[config.mk]
export PLATFORM = sky130hd
export DESIGN_NAME = store_narrow_unit
export DESIGN_NICKNAME = d
export VERILOG_FILES = /design/src/rtl/store_narrow_unit.sv
export SDC_FILE = /design/constraint.sdc
export NUM_CORES = 1
export LEC_CHECK = 0
export ABC_CLOCK_PERIOD_IN_PS = 2400
export CORE_ASPECT_RATIO = 0.5
export CORE_UTILIZATION = 40
export DETAILED_ROUTE_END_ITERATION = 16
export HOLD_SLACK_MARGIN = 0.05
export PLACE_DENSITY = 0.81
export SETUP_SLACK_MARGIN = 0.05
export SYNTH_ARGS = -nofsm -noshare
export SYNTH_HDL_FRONTEND = slang
export SYNTH_SLANG_ARGS = --single-unit
export TNS_END_PERCENT = 100
[constraint.sdc]
create_clock -name clk -period 2.4 [get_ports clk]
set_input_delay 0.48 -clock clk [delete_from_list [all_inputs] [get_ports clk]]
set_output_delay 0.48 -clock clk [all_outputs]
set_load 0.05 [all_outputs]
[src/rtl/store_narrow_unit.sv]
// Store narrowing unit: places SB/SH/SW register data onto a word-wide data RAM
// that has no byte enables. Sub-word stores use read-modify-write; word stores
// write directly.
// Optional feature macro: ALIGN_CHECK_EN (misaligned half/word requests are
// rejected through a one-cycle ERR state with no memory access).
module store_narrow_unit #(
  parameter int unsigned ADDR_W     = 32,
  parameter bit          BIG_ENDIAN = 1'b0
) (
  input  logic              clk,
  input  logic              rst,
  input  logic              start,
  input  logic [1:0]        size,
  input  logic [ADDR_W-1:0] addr,
  input  logic [31:0]       wdata_in,
  output logic              busy,
  output logic              done,
  output logic              err,
  output logic [ADDR_W-1:0] mem_addr,
  output logic              mem_rd,
  input  logic [31:0]       mem_rdata,
  output logic              mem_wr,
  output logic [31:0]       mem_wdata
);

  typedef enum logic [2:0] {
    StIdle,
    StRead,
    StMerge,
    StWrite,
    StDone
`ifdef ALIGN_CHECK_EN
    ,
    StErr
`endif
  } state_t;

  state_t            state_q, state_d;
  logic [1:0]        size_q;
  logic [1:0]        lane_q;
  logic [ADDR_W-1:0] addr_q;
  logic [31:0]       wdata_q;
  logic [31:0]       merged;
  logic [1:0]        byte_lane;
  logic              half_lane;
  logic              accept;
  logic              misaligned;

  assign accept = (state_q == StIdle) && start;

`ifdef ALIGN_CHECK_EN
  assign misaligned = ((size == 2'b01) && addr[0]) || (size[1] && (addr[1:0] != 2'b00));
`else
  assign misaligned = 1'b0;
`endif

  // State register; async reset aborts any sequence in flight.
  always_ff @(posedge clk or posedge rst) begin
    if (rst) begin
      state_q <= StIdle;
    end else begin
      state_q <= state_d;
    end
  end

  // Next-state logic.
  always_comb begin
    state_d = state_q;
    unique case (state_q)
      StIdle: begin
        if (start) begin
          if (misaligned) begin
`ifdef ALIGN_CHECK_EN
            state_d = StErr;
`else
            state_d = StIdle;
`endif
          end else if (size[1]) begin
            state_d = StWrite;
          end else begin
            state_d = StRead;
          end
        end
      end
      StRead:  state_d = StMerge;
      StMerge: state_d = StWrite;
      StWrite: state_d = StDone;
      StDone:  state_d = StIdle;
`ifdef ALIGN_CHECK_EN
      StErr:   state_d = StIdle;
`endif
      default: state_d = StIdle;
    endcase
  end

  // Request latch; the data register is reused to hold the merged word.
  always_ff @(posedge clk or posedge rst) begin
    if (rst) begin
      size_q  <= 2'b00;
      lane_q  <= 2'b00;
      addr_q  <= '0;
      wdata_q <= 32'h0;
    end else if (accept) begin
      size_q  <= size;
      lane_q  <= addr[1:0];
      addr_q  <= {addr[ADDR_W-1:2], 2'b00};
      wdata_q <= wdata_in;
    end else if (state_q == StMerge) begin
      wdata_q <= merged;
    end
  end

  assign byte_lane = BIG_ENDIAN ? (2'd3 - lane_q) : lane_q;
  assign half_lane = BIG_ENDIAN ? ~lane_q[1] : lane_q[1];

  // Lane replacement over the word just read from memory.
  always_comb begin
    merged = mem_rdata;
    if (size_q == 2'b00) begin
      unique case (byte_lane)
        2'd0: merged[7:0]   = wdata_q[7:0];
        2'd1: merged[15:8]  = wdata_q[7:0];
        2'd2: merged[23:16] = wdata_q[7:0];
        2'd3: merged[31:24] = wdata_q[7:0];
        default: merged = mem_rdata;
      endcase
    end else if (half_lane) begin
      merged[31:16] = wdata_q[15:0];
    end else begin
      merged[15:0] = wdata_q[15:0];
    end
  end

  // Moore outputs straight from state so reset removes them immediately.
  always_comb begin
    busy   = (state_q != StIdle);
    mem_rd = (state_q == StRead);
    mem_wr = (state_q == StWrite);
    done   = (state_q == StDone);
    err    = 1'b0;
`ifdef ALIGN_CHECK_EN
    if (state_q == StErr) begin
      done = 1'b1;
      err  = 1'b1;
    end
`endif
  end

  assign mem_addr  = addr_q;
  assign mem_wdata = wdata_q;

endmodule
==> impl_metrics.json <==
{
  "io_buffers": 166,
  "dr_total_vias": 3122,
  "syn_inst": 330,
  "hold_path.class": "register to register",
  "status": "finished, final reports clean",
  "cts_max_path_buffers": 2,
  "final_common_cell": "clkdlybuf4s50_1",
  "grt_start_max_net_pins": 70,
  "top_layer": "met4",
  "routed_wl_um": 10200,
  "hold_buffers": 0,
  "synthXorXnorAreaFrac": 0,
  "path_class": "register to output port",
  "final_cell_mix": "162 x clkdlybuf4s50_1, 113 x nand2_1, 69 x dfrtp_1, 16 x a22oi_1, 16 x o21ai_1",
  "syn_area_per_cell_um2": 9.95,
  "ir_worst_vdd_mv": 0.726,
  "rsz0062_at_grt": "no",
  "dp_hpwl_um": 7530,
  "nFillCells": 586,
  "grt_pass1_wl_um": 16000,
  "drive_gt1_frac": 0.0966,
  "finalMaxSlewViolations": 0,
  "placed_area_mm2": 0.00510,
  "synth_top_family_by_area": "simple AND/OR/NAND/NOR gates",
  "worst_ep_required_time_ps": 1920,
  "dr.first_iter.drc_count": 178,
  "post_cts_buffers": 0,
  "critPathTopFamily": "buffers and inverters",
  "cpMaxStageDelayCell": "clkdlybuf4s50_1",
  "synth_fa_ha_area_frac": 0,
  "arrival_ps": 1690,
  "finalCritPeriodShare": 0.904,
  "grt_overflow": 0,
  "synth-compound-area-share": 0.154,
  "wl_met2_um": 4910,
  "synth_warnings": 0,
  "grt_pass1_vias": 3117,
  "core.rowCount": 22,
  "ys_ff_latch": 69,
  "clock.fmax_mhz": 461,
  "layout_min_cycle_time_ps": 2170,
  "finalCoreUtilization": 0.709,
  "met3_length_um": 508,
  "seq_area_frac_synth": 0.526,
  "die-area_mm2": 0.00859,
  "cts_max_level": 3,
  "setup_ws_ps": 231,
  "fin_setup_tns_ps": 0,
  "clock_latency_ps": 330,
  "track_usage": 0.251,
  "hold_viol": 0,
  "first_pass_iters": 5,
  "die_h_um": 66.1,
  "clkSinkCount": 69,
  "synth-simple-area-share": 0.188,
  "path_cells": "clkdlybuf4s50_1",
  "cts_resized": 3,
  "crit_buf_inv": 1,
  "antenna_found_initial": 0,
  "cts_root_buf": "clkbuf_16",
  "start_util": 0.430,
  "start_kind": "register",
  "hold-worst-slack_ps": 471,
  "place_ws_ps": 126,
  "powerDensity_mw_per_mm2": 1660,
  "drc": 0,
  "ys_types": 35,
  "worst_slew_pin_slew_ps": 543,
  "post_drt_wl_per_cell_um": 16.6,
  "cts_tree": "yes",
  "fin_skew_ps": 4.28,
  "setup_viol": 0,
  "crit_path_max_fanout": 5,
  "syn_area_mm2": 0.00328,
  "finalNetCount": 603,
  "ant_nets": 0,
  "leakagePower_nw": 2.43,
  "die_width_um": 130,
  "slowest_delay_ps": 860,
  "vias_per_cell": 5.08,
  "antenna_cells": 0,
  "clkSlewWorstSetupHoldPaths_ps": 50,
  "muxShareOfSynthArea": 0.0884,
  "syn_to_final_growth_pct": 64.7,
  "gp_congestion": 0.815,
  "core-area_mm2": 0.00762,
  "cap_violations": 0,
  "final_area_mm2": 0.00541,
  "num_io_pins": 170,
  "wl_met1_um": 4550,
  "relSlewSlack": 0.637,
  "numCtsBuffers": 9,
  "end_kind": "output port"
}
-- power by group --
group          switching (mW)  internal (mW)  leakage, nW
sequential              0.527           1.75        0.846
combinational            3.35           1.97         1.43
clock                   0.481          0.904        0.153
-- Yosys cell counts --
cell type	instances	area (µm²)
nand2_1	113	424
dfrtp_1	69	1730
a22oi_1	16	120
o21ai_1	16	80.1
a211oi_1	10	75.1
buf_2	10	50.1
nor2_1	10	37.5
mux2_4	8	120
mux2i_1	8	80.1
o22ai_1	8	50.1
o2bb2ai_1	8	70.1
clkbuf_1	6	22.5
mux2_1	6	67.6
nor2b_1	6	37.5
o31ai_1	6	45.0
buf_4	4	30.0
and2b_1	2	15.0
and3b_1	2	17.5
buf_6	2	22.5
inv_1	2	7.51
mux2_2	2	22.5
nor3b_1	2	15.0
o31ai_2	2	25.0
a21oi_4	1	16.3
conb_1	1	3.75
inv_2	1	3.75
nand2_2	1	6.26
nor2_2	1	6.26
nor3_1	1	5.00
nor4b_2	1	15.0
nor4b_4	1	23.8
o311ai_2	1	16.3
o31a_1	1	8.76
or2_1	1	6.26
or3b_1	1	8.76
-- worst paths after layout --
check	cells past startpoint	slack (ps)	startpoint	end
worst max-delay path	1	230	mem_wdata[6]$_DFFE_PP0P_	mem_wdata[6]
worst min-delay path	2	470	mem_addr[22]$_DFFE_PP0P_	mem_addr[22]$_DFFE_PP0P_
worst max register to register	6	540	state_q[0]$_DFFE_PP0P_	mem_wdata[4]$_DFFE_PP0P_
worst min register to register	2	470	mem_addr[22]$_DFFE_PP0P_	mem_addr[22]$_DFFE_PP0P_
max in group asynchronous	3	1550	rst	mem_addr[2]$_DFFE_PP0P_
min in group asynchronous	3	570	rst	mem_addr[8]$_DFFE_PP0P_
-- per-layer routing --
metal / track usage / up-vias
li1: - / 1486
met1: 0.323 / 1512
met2: 0.412 / 104
met3: 0.0591 / 20
met4: 0.0988 / 0
met5: 0 / -
-- through the flow --
step / total power, mW / std cells
after floorplan: 5.75 / 332
after detailed placement: 7.61 / 599
after global routing: 9.44 / 615
after CTS: 9.01 / 615
final: 8.98 / 615
after global placement: 7.49 / 599
-- cells by family (layout without fill, tap and decap cells) --
family	after synthesis	after routing
buffers and inverters	25	200
AND/OR/NAND/NOR	142	142
other	1	3
multiplexers	24	24
AO/OA/AOI/OAI	69	69
flip-flops	69	69
-- worst reg2reg max path, delay by kind of cell, from the launching register on --
kind / cells / cell delay, ps
AOI/OAI and AO/OA: 1 / 170
buffers and inverters: 2 / 370
DFF: 1 / 490
muxes: 1 / 300
and+or+nand+nor: 2 / 420
-- final cells by class --
class | count | area [µm²] | share of cell area
inverter | 3 | 11.3 | 0.00208
multi-input combinational | 238 | 1430 | 0.264
clock buffer | 11 | 233 | 0.0431
sequential | 69 | 1730 | 0.319
clock inverter | 5 | 75.1 | 0.0139
timing repair buffer | 181 | 1800 | 0.333
tap | 108 | 135 | 0.0250
-- flip-flops by register name, summed over array words and instances, names as in the netlist --
| name | count |
|---|---|
| byte_lane | 2 |
| size_q | 2 |
| state_q | 3 |
| mem_wdata | 32 |
| mem_addr | 30 |
No activity file was read; power rests on OpenSTA's default activity.
